===== config.mk =====
export PLATFORM = sky130hd
export DESIGN_NAME = keypad_event_port
export DESIGN_NICKNAME = d
export VERILOG_FILES = /design/src/rtl/keypad_pkg.sv /design/src/rtl/key_debouncer.sv /design/src/rtl/keypad_event_port.sv
export SDC_FILE = /design/constraint.sdc
export NUM_CORES = 1
export LEC_CHECK = 0
export ABC_AREA = 1
export CAP_MARGIN = 30
export CORE_ASPECT_RATIO = 1.5
export CORE_MARGIN = 10
export CORE_UTILIZATION = 60
export DETAILED_ROUTE_END_ITERATION = 6
export PLACE_DENSITY = 0.91
export SLEW_MARGIN = 10
export SYNTH_ARGS = -nofsm -noshare
export SYNTH_HDL_FRONTEND = slang
export SYNTH_HIERARCHICAL = 1
export SYNTH_SLANG_ARGS = --single-unit

===== constraint.sdc =====
create_clock -name clk -period 1.7 [get_ports clk]
set_input_delay 0.34 -clock clk [delete_from_list [all_inputs] [get_ports clk]]
set_output_delay 0.34 -clock clk [all_outputs]
set_load 0.005 [all_outputs]

===== src/rtl/keypad_pkg.sv =====
// Shared constants for the keypad event port: default port map, event code base
// and interrupt FSM encodings (also consumed by the firmware constant generator).
package keypad_pkg;

    localparam int unsigned PORT_W = 8;

    localparam logic [PORT_W-1:0] BASE_ID_DEFAULT   = 8'h03;
    localparam logic [PORT_W-1:0] CODE_BASE_DEFAULT = 8'h04;
    localparam logic [PORT_W-1:0] STATUS_ID_DEFAULT = 8'h0E;
    localparam logic [PORT_W-1:0] MASK_ID_DEFAULT   = 8'h0F;

    typedef enum logic [1:0] {
        IDLE    = 2'd0,
        REQ     = 2'd1,
        SERVICE = 2'd2
    } irq_state_t;

    // Byte address/code of key idx relative to a base, wrapping at 8 bits.
    function automatic logic [PORT_W-1:0] key_offset(input logic [PORT_W-1:0] base,
                                                     input int unsigned idx);
        return PORT_W'(32'(base) + idx);
    endfunction

endpackage


===== src/rtl/key_debouncer.sv =====
// Per-key 2-flop synchroniser plus debounce counter; flags each accepted press.
module key_debouncer #(
    parameter int unsigned DEBOUNCE_CYCLES = 250000
) (
    input  logic clk,
    input  logic reset,
    input  logic raw,
    output logic stable,
    output logic press_pulse
);

    localparam int unsigned CNT_W = $clog2(DEBOUNCE_CYCLES) + 1;
    localparam logic [CNT_W-1:0] CNT_LAST = CNT_W'(DEBOUNCE_CYCLES - 1);

    logic             sync_meta;
    logic             sync_q;
    logic [CNT_W-1:0] cnt;

    // Two-stage synchroniser for the asynchronous button level.
    always_ff @(posedge clk) begin
        if (reset) begin
            sync_meta <= 1'b0;
            sync_q    <= 1'b0;
        end else begin
            sync_meta <= raw;
            sync_q    <= sync_meta;
        end
    end

    // Accept a new level only after it has persisted DEBOUNCE_CYCLES cycles.
    always_ff @(posedge clk) begin
        if (reset) begin
            cnt         <= '0;
            stable      <= 1'b0;
            press_pulse <= 1'b0;
        end else begin
            press_pulse <= 1'b0;
            if (sync_q == stable) begin
                cnt <= '0;
            end else if (cnt == CNT_LAST) begin
                cnt         <= '0;
                stable      <= sync_q;
                press_pulse <= sync_q;
            end else begin
                cnt <= cnt + CNT_W'(1);
            end
        end
    end

endmodule


===== src/rtl/keypad_event_port.sv =====
// PicoBlaze keypad port: debounced sticky press events, mask register and
// a single acknowledged interrupt.
module keypad_event_port
    import keypad_pkg::*;
#(
    parameter int unsigned       N_KEYS          = 5,
    parameter int unsigned       DEBOUNCE_CYCLES = 250000,
    parameter logic [PORT_W-1:0] BASE_ID         = BASE_ID_DEFAULT,
    parameter logic [PORT_W-1:0] CODE_BASE       = CODE_BASE_DEFAULT,
    parameter logic [PORT_W-1:0] STATUS_ID       = STATUS_ID_DEFAULT,
    parameter logic [PORT_W-1:0] MASK_ID         = MASK_ID_DEFAULT
) (
    input  logic              clk,
    input  logic              reset,
    input  logic [N_KEYS-1:0] key_in,
    input  logic [PORT_W-1:0] port_id,
    input  logic              read_strobe,
    input  logic              write_strobe,
    input  logic [PORT_W-1:0] out_port,
    input  logic              interrupt_ack,
    output logic [PORT_W-1:0] in_port,
    output logic              interrupt
);

    logic [N_KEYS-1:0] key_stable;
    logic [N_KEYS-1:0] press_vec;
    logic [N_KEYS-1:0] pending;
    logic [N_KEYS-1:0] mask;
    logic [N_KEYS-1:0] rd_clear;
    logic              irq_req;
    irq_state_t        state_q;
    irq_state_t        state_d;
    logic              interrupt_d;
    logic              unused_bits;

    // Stable levels are only observed through press pulses; upper data bits may be unused.
    assign unused_bits = ^{key_stable, out_port};

    // One debouncer per key.
    for (genvar g = 0; g < int'(N_KEYS); g++) begin : g_key
        key_debouncer #(
            .DEBOUNCE_CYCLES(DEBOUNCE_CYCLES)
        ) u_debouncer (
            .clk        (clk),
            .reset      (reset),
            .raw        (key_in[g]),
            .stable     (key_stable[g]),
            .press_pulse(press_vec[g])
        );
    end

    // Decode clear-on-read of individual key ports.
    always_comb begin
        rd_clear = '0;
        for (int unsigned i = 0; i < N_KEYS; i++) begin
            rd_clear[i] = read_strobe && (port_id == key_offset(BASE_ID, i));
        end
    end

    // Sticky pending events (a new press beats a same-cycle clear) and mask register.
    always_ff @(posedge clk) begin
        if (reset) begin
            pending <= '0;
            mask    <= '1;
        end else begin
            pending <= (pending & ~rd_clear) | press_vec;
            if (write_strobe && (port_id == MASK_ID)) begin
                mask <= out_port[N_KEYS-1:0];
            end
        end
    end

    // Read mux; forced to zero while reset is asserted.
    always_comb begin
        in_port = 8'hFF;
        if (port_id == STATUS_ID) begin
            in_port = PORT_W'(pending);
        end else if (port_id == MASK_ID) begin
            in_port = PORT_W'(mask);
        end
        for (int unsigned i = 0; i < N_KEYS; i++) begin
            if (port_id == key_offset(BASE_ID, i)) begin
                in_port = pending[i] ? key_offset(CODE_BASE, i) : 8'h00;
            end
        end
        if (reset) begin
            in_port = 8'h00;
        end
    end

    assign irq_req = |(pending & mask);

    // Interrupt FSM state and registered request output.
    always_ff @(posedge clk) begin
        if (reset) begin
            state_q   <= IDLE;
            interrupt <= 1'b0;
        end else begin
            state_q   <= state_d;
            interrupt <= interrupt_d;
        end
    end

    // Next-state: request held until acknowledged, then wait for all enabled events to drain.
    always_comb begin
        state_d = state_q;
        case (state_q)
            IDLE:    if (irq_req)       state_d = REQ;
            REQ:     if (interrupt_ack) state_d = SERVICE;
            SERVICE: if (!irq_req)      state_d = IDLE;
            default:                    state_d = IDLE;
        endcase
        interrupt_d = (state_d == REQ);
    end

endmodule


==> results of run 1 <==
[worst register-to-register path: stages (launching register included)]
cell and delay [ns]:
dfxtp_1 0.37, ha_1 0.22, nand3_2 0.17, nor2_2 0.22, nand3_2 0.19, nand2_8 0.20, nor3_1 0.08
[kinds of logic (layout without fill, tap and decap cells)]
kind of cell,Yosys count,count (layout),share of synthesized area (%)
flip-flops,128,128,39.2
buffers and inverters,126,208,8.71
XOR/XNOR,20,20,2.68
AO/OA/AOI/OAI,98,98,9.02
adder cells (fa/ha/maj),5,5,0.957
AND/OR/NAND/NOR,565,566,39.4
[state kept, by name (all words and copies together), names as in the netlist]
register                       flops
pending                            5
interrupt                          1
g_key.u_debouncer/cnt             95
state_q                            2
g_key.u_debouncer/sync_meta        5
g_key.u_debouncer/stable           5
g_key.u_debouncer/sync_q           5
g_key.u_debouncer/press_pulse      5
mask                               5
[final timing paths]
path                                  startpoint                           to  cells past startpoint
setup reg to reg     g_key[3].u_debouncer/cnt[0]  g_key[3].u_debouncer/cnt[6]                      6
hold / removal    g_key[1].u_debouncer/sync_meta  g_key[1].u_debouncer/sync_q                      2
setup / recovery                      port_id[3]                   in_port[2]                      9
hold reg to reg   g_key[1].u_debouncer/sync_meta  g_key[1].u_debouncer/sync_q                      2
[cell type report]
cell class	count	area, um2
inverter	117	452
timing repair buffer	59	543
sequential	128	2570
clock buffer	18	439
clock inverter	14	165
tap	144	180
fill	759	2640
multi-input combinational	689	3600
[through the flow]
stage                     area, um2  setup WS [ns]  instances
after global routing           7950         -0.191       1169
after global placement         6990         -0.763       1121
after detailed placement       6990         -0.867       1121
after CTS                      7780        0.00300       1165
final                          7950         -0.146       1169
after floorplan                6530          0.159        942
[per-layer routing]
metal  global-route usage, %  up-vias  wire (um)
li1                        -     3116          -
met1                    19.5     2907       6230
met2                    38.3      230       8990
met3                    4.53       62        826
met4                    10.5        0        758
met5                       0        -          0
[power groups by stage]
| stage | logic [W] | clock network (W) | registers [W] |
|---|---|---|---|
| 2_1_floorplan | 0.000107 | 0 | 0.00309 |
| 3_3_place_gp | 0.000204 | 0 | 0.00309 |
| 3_5_place_dp | 0.000209 | 0 | 0.00309 |
| 4_1_cts | 0.000237 | 0.00372 | 0.00302 |
| 5_1_grt | 0.000298 | 0.00384 | 0.00302 |
| 6_report | 0.000281 | 0.00367 | 0.00302 |
[placed cells by master (no fill, tap or decap), types with 17 or more instances in the layout]
cell / instances
a21oi_1: 50
buf_4: 21
clkbuf_16: 17
dfxtp_1: 124
inv_1: 106
nand2_1: 212
nand3_1: 40
nand4_1: 24
nor2_1: 177
nor2_2: 24
nor2_4: 17
[repair_timing]
action	4_1_cts	5_1_grt
endpoints found under the setup margin	10	22
resized for setup	110	46
pin swaps	19	24
setup buffers	13	5
gates cloned	1	0
==> results.py, run 1 <==
metrics = {
    "place": {
        "globalplace.congestion": 0.900,
        "place_hpwl_um": 9850,
        "place.port_buffers": 31,
    },
    "min_path": {
        "timing.hold.worst.class": "flop to flop",
    },
    "cts": {
        "max-clock-path-buffers": 2,
        "cts_num_sinks": 128,
        "cts_max_level": 4,
        "cts_buffers": 17,
        "tritoncts": "done",
        "insertion_delay_ns": 0.42,
        "cts_hold_buf": 0,
        "clk_transition_reported_paths_ns": 0.05,
        "clk_root_buffer_cell": "clkbuf_16",
    },
    "sta": {
        "timing.final.setup_violations": 7,
        "finalWorstSetupSlack_ns": -0.146,
        "clock_skew_ns": 0.00959,
        "unrepaired_setup_endpoints_after_global_routing": "yes",
        "fmaxAchievable_mhz": 542,
        "final_max_slew_viol_count": 0,
        "layout_min_cycle_time_ns": 1.85,
        "tightest_slew_ns": 0.409,
        "timing.max_slew.rel_slack_pct": 72.7,
        "timing_hold_violations_final": 0,
        "holdWs_ns": 0.404,
        "period_share_pct": 109,
        "setup_tns_ns": -0.427,
    },
    "worst_setup_path": {
        "path_max_fanout": 4,
        "cp_num_buf_inv": 3,
        "cp_data_arrival_time_ns": 1.51,
        "critical_path.slowest_cell": "nor2_4",
        "reg2reg_slack_ns": 0.14,
        "worst_path_largest_cell_delay_ns": 0.19,
        "setup.worst_path.start_class": "input pin",
        "crit_type": "input pin to primary output",
        "critical_path_required_ns": 1.36,
        "worstPathCellList": "buf_4, nor2_4, nand2_1, nor2_2, buf_4, nand2_1, nand3_1, nor2_1, buf_2",
        "end_kind": "primary output",
        "top_family_by_delay_on_critical_path": "simple AND/OR/NAND/NOR gates",
    },
    "job": {
        "maxCapViolCount": 0,
    },
    "logic_synthesis": {
        "synthMostInstantiatedCell": "nand2_1",
        "synth_warnings": 6,
        "synth_enable_flop_cells": 0,
        "yosysTopAreaCell": "dfxtp_1",
        "yosys.cell_types.count": 36,
        "ys_seq_elements": 128,
        "synthFlopType": "dfxtp_1",
        "syn_area_per_cell_um2": 6.94,
        "post_synth_inst_count": 942,
        "synth_top_area_share_pct": 39.2,
        "mappedNetlistNets": 973,
        "post_synth_most_frequent_cells": "221 x nand2_1, 188 x nor2_1, 128 x dfxtp_1",
        "synthTopCellsByArea": "dfxtp_1 39%, nand2_1 13%, nor2_1 11%, inv_1 6.6%, a21oi_1 3.9%",
        "synth_area_um2": 6530,
        "asyncSetResetFlopFracSynth_pct": 0,
        "synth_seq_area_share_pct": 39.2,
    },
    "die": {
        "die-height_um": 148,
        "design.portCount": 35,
        "die_width_um": 105,
        "start_util_pct": 61.7,
        "rows": 46,
        "floorplan.die_area_um2": 15500,
        "floorplan.core_area_um2": 10600,
    },
    "power_and_ir_drop": {
        "internal_power_w": 0.00548,
        "p_clk_share_pct": 52.6,
        "powerDensity_nw_per_um2": 877,
        "pwr-share-comb_pct": 4.0,
        "seq_power_share_pct": 43.4,
        "net_switching_power_w": 0.00150,
        "totalPowerFinal_w": 0.00697,
        "irDropWorstVdd_mv": 0.721,
        "leakagePower_nw": 2.88,
        "power.share.switching_pct": 21.5,
    },
    "detailed_routing": {
        "via_per_inst": 5.40,
        "remaining_drc_errors": 0,
        "drt-initial-drc-count": 397,
        "route.antenna.remaining_nets": 0,
        "wirelength_um": 16800,
        "routedWlPerCell_um": 14.4,
        "first_pass_iters": 5,
        "via_count": 6315,
    },
    "cells_and_area": {
        "antennaDiodeCount": 0,
        "final_layout_size_suffix_gt1_share_pct": 18.6,
        "finalNetCount": 1043,
        "finish.utilization_pct": 75.1,
        "synthToLayoutAreaGrowth_pct": 21.7,
    },
    "outcome": {
        "run_status": "finished, violations left",
        "violations": "setup timing",
    },
    "global_routing": {
        "grt.overflow.total": 0,
        "grt_max_degree": 20,
        "antenna_violations_before_repair": 0,
        "global_route_wire_length_before_repair_um": 26500,
        "vias_in_the_first_global_route": 6193,
        "grtUsageTotal_pct": 20.1,
    },
}
No activity file was read; power rests on OpenSTA's default activity.
==> run 2: changes to the inputs <==
--- a/config.mk
+++ b/config.mk
@@ -7,11 +7,11 @@
 export LEC_CHECK = 0
 export ABC_AREA = 1
 export CAP_MARGIN = 30
-export CORE_ASPECT_RATIO = 1.5
-export CORE_MARGIN = 10
+export CORE_MARGIN = 1.5
 export CORE_UTILIZATION = 60
 export DETAILED_ROUTE_END_ITERATION = 6
 export PLACE_DENSITY = 0.91
+export SETUP_SLACK_MARGIN = 0.2
 export SLEW_MARGIN = 10
 export SYNTH_ARGS = -nofsm -noshare
 export SYNTH_HDL_FRONTEND = slang
==> run 2 against run 1 <==
  * The run ends with DRC, setup timing left
  * Clock skew up 0.0017 ns
  * Global-route usage up 11 points
  * Critical endpoint unchanged
  * Wire length up 59%
  * Cell area up 7.1%
==> results.py, run 2 (synthesis gave the netlist of run 1 again) <==
metrics = {
    "place": {
        "globalplace.congestion": 0.898,
        "post_place_cell_area_um2": 7040,
        "preCtsSetupSlack_ns": -0.839,
        "place_hpwl_um": 9280,
        "place.port_buffers": 31,
    },
    "power_and_ir_drop": {
        "powerDensity_nw_per_um2": 850,
        "leakagePower_nw": 3.04,
        "irDropWorstVdd_mv": 0.888,
    },
    "cells_and_area": {
        "finish.utilization_pct": 81.4,
        "final_common_cell": "nand2_1",
        "synthToLayoutAreaGrowth_pct": 30.3,
        "sequential_cell_area_um2": 2580,
        "max_flop_register": "g_key.u_debouncer/cnt",
        "layout_common_cells": "211 x nand2_1, 169 x nor2_1, 114 x dfxtp_1",
        "final_layout_size_suffix_gt1_share_pct": 24.0,
        "multiInputGateArea_um2": 3930,
        "antennaDiodeCount": 0,
        "largest_reg_flops": 95,
        "num-fill-cells": 468,
        "finalNetCount": 1072,
        "final_cell_area_um2": 8510,
    },
    "cts": {
        "cts_buffers": 17,
        "tritoncts": "done",
        "cts_max_level": 4,
        "clk_root_buffer_cell": "clkbuf_8",
        "max-clock-path-buffers": 2,
        "clk_transition_reported_paths_ns": 0.06,
        "cts_hold_buf": 0,
        "cts_num_sinks": 128,
        "insertion_delay_ns": 0.55,
    },
    "worst_setup_path": {
        "worstPathCellList": "buf_6, nor2_4, buf_6, nand2_1, nor2_2, nand2_1, nand3_2, nor2_1, buf_2",
        "critical_path_required_ns": 1.36,
        "cp_data_arrival_time_ns": 1.95,
        "reg2reg_slack_ns": -0.24,
        "top_family_by_delay_on_critical_path": "simple AND/OR/NAND/NOR gates",
        "cp_num_buf_inv": 3,
        "crit_type": "input pin to primary output",
        "path_max_fanout": 4,
        "setup.worst_path.start_class": "input pin",
        "end_kind": "primary output",
        "worst_path_largest_cell_delay_ns": 0.41,
        "critical_path.slowest_cell": "nor2_2",
    },
    "sta": {
        "setup_tns_ns": -3.02,
        "holdWs_ns": 0.307,
        "fmaxAchievable_mhz": 437,
        "clock_skew_ns": 0.0113,
        "timing_hold_violations_final": 0,
        "period_share_pct": 134,
        "finalWorstSetupSlack_ns": -0.586,
        "unrepaired_setup_endpoints_after_global_routing": "yes",
        "timing.final.setup_violations": 11,
        "timing.max_slew.rel_slack_pct": 56.0,
        "layout_min_cycle_time_ns": 2.29,
        "tightest_slew_ns": 0.654,
        "final_max_slew_viol_count": 0,
    },
    "global_routing": {
        "global_route_wire_length_before_repair_um": 28800,
        "grt.overflow.total": 0,
        "antenna_violations_before_repair": 2,
        "vias_in_the_first_global_route": 6315,
        "grt_max_degree": 27,
        "grtUsageTotal_pct": 31.4,
    },
    "detailed_routing": {
        "wire_length_on_met1_um": 8720,
        "maxUsedRoutingLayer": "met5",
        "wl_met2_um": 11200,
        "drt-initial-drc-count": 1996,
        "via_per_inst": 6.61,
        "remaining_drc_errors": 23,
        "via_count": 7867,
        "routedWlPerCell_um": 22.5,
        "wirelength_um": 26700,
        "dr_wl_met3_um": 3820,
        "first_pass_iters": 7,
        "route.antenna.remaining_nets": 0,
    },
    "job": {
        "maxCapViolCount": 0,
    },
    "outcome": {
        "violations": "DRC, setup timing",
        "run_status": "finished, violations left",
    },
    "die": {
        "die-height_um": 107,
        "die_width_um": 107,
        "rows": 37,
        "start_util_pct": 62.4,
        "floorplan.die_area_um2": 11500,
        "floorplan.core_area_um2": 10500,
        "design.portCount": 35,
    },
    "min_path": {
        "timing.hold.worst.class": "input pin to flop",
    },
}
[run 2: cell count changes in the layout (fill, tap and decap cells not counted), sizes merged]
cell,change
dlygate4sd2,+1
nand2,+5
clkdlybuf4s50,-1
bufinv,+1
clkbuf,+4
inv,-2
clkinv,-3
buf,+24
[run 2: layout make-up]
cell class | count | share of cell area (%)
repair buffers | 83 | 8.86
multi-input cells | 694 | 46.2
inverters | 117 | 5.42
clock buffers | 22 | 5.32
well taps | 136 | 2.00
flip-flops and latches | 128 | 30.3
clock inverters | 10 | 1.87
[run 2: per-layer routing]
metal | GRT usage [%] | up-vias
met1 | 37.0 | 3467
met3 | 8.41 | 347
met5 | 0 | -
met2 | 52.4 | 860
met4 | 16.4 | 4
li1 | - | 3189
[run 2: where the power goes]
part	internal (W)	total, W	switching, W
Clock	0.00246	0.00385	0.00139
Sequential	0.00302	0.00303	0.0000109
Combinational	0.000154	0.000355	0.000201
[run 2: what timing repair did]
action                     in CTS  in global routing
gates resized for setup       145                 78
buffers inserted               20                 13
cloned                          2                  4
pin swaps                      34                 38
setup endpoints to repair      63                106
[run 2: tightest hold or removal path: stages]
cell	delay (ns)
clkdlybuf4s50_1	0.39
inv_1	0.05
nor2_1	0.03
[run 2: stage by stage]
| stage | power, W | instances |
|---|---|---|
| after floorplan | 0.00319 | 942 |
| after global placement | 0.00330 | 1119 |
| after detailed placement | 0.00331 | 1119 |
| after CTS | 0.00707 | 1173 |
| after global routing | 0.00740 | 1190 |
| final | 0.00723 | 1190 |
[run 2: path summary, 6_finish.rpt]
| path | startpoint | endpoint | cells past startpoint |
|---|---|---|---|
| max | port_id[3] | in_port[2] | 9 |
| min | key_in[1] | g_key[1].u_debouncer/sync_meta | 3 |
| max reg2reg | g_key[4].u_debouncer/cnt[10] | g_key[4].u_debouncer/cnt[18] | 7 |
| min reg2reg | g_key[2].u_debouncer/sync_meta | g_key[2].u_debouncer/sync_q | 2 |
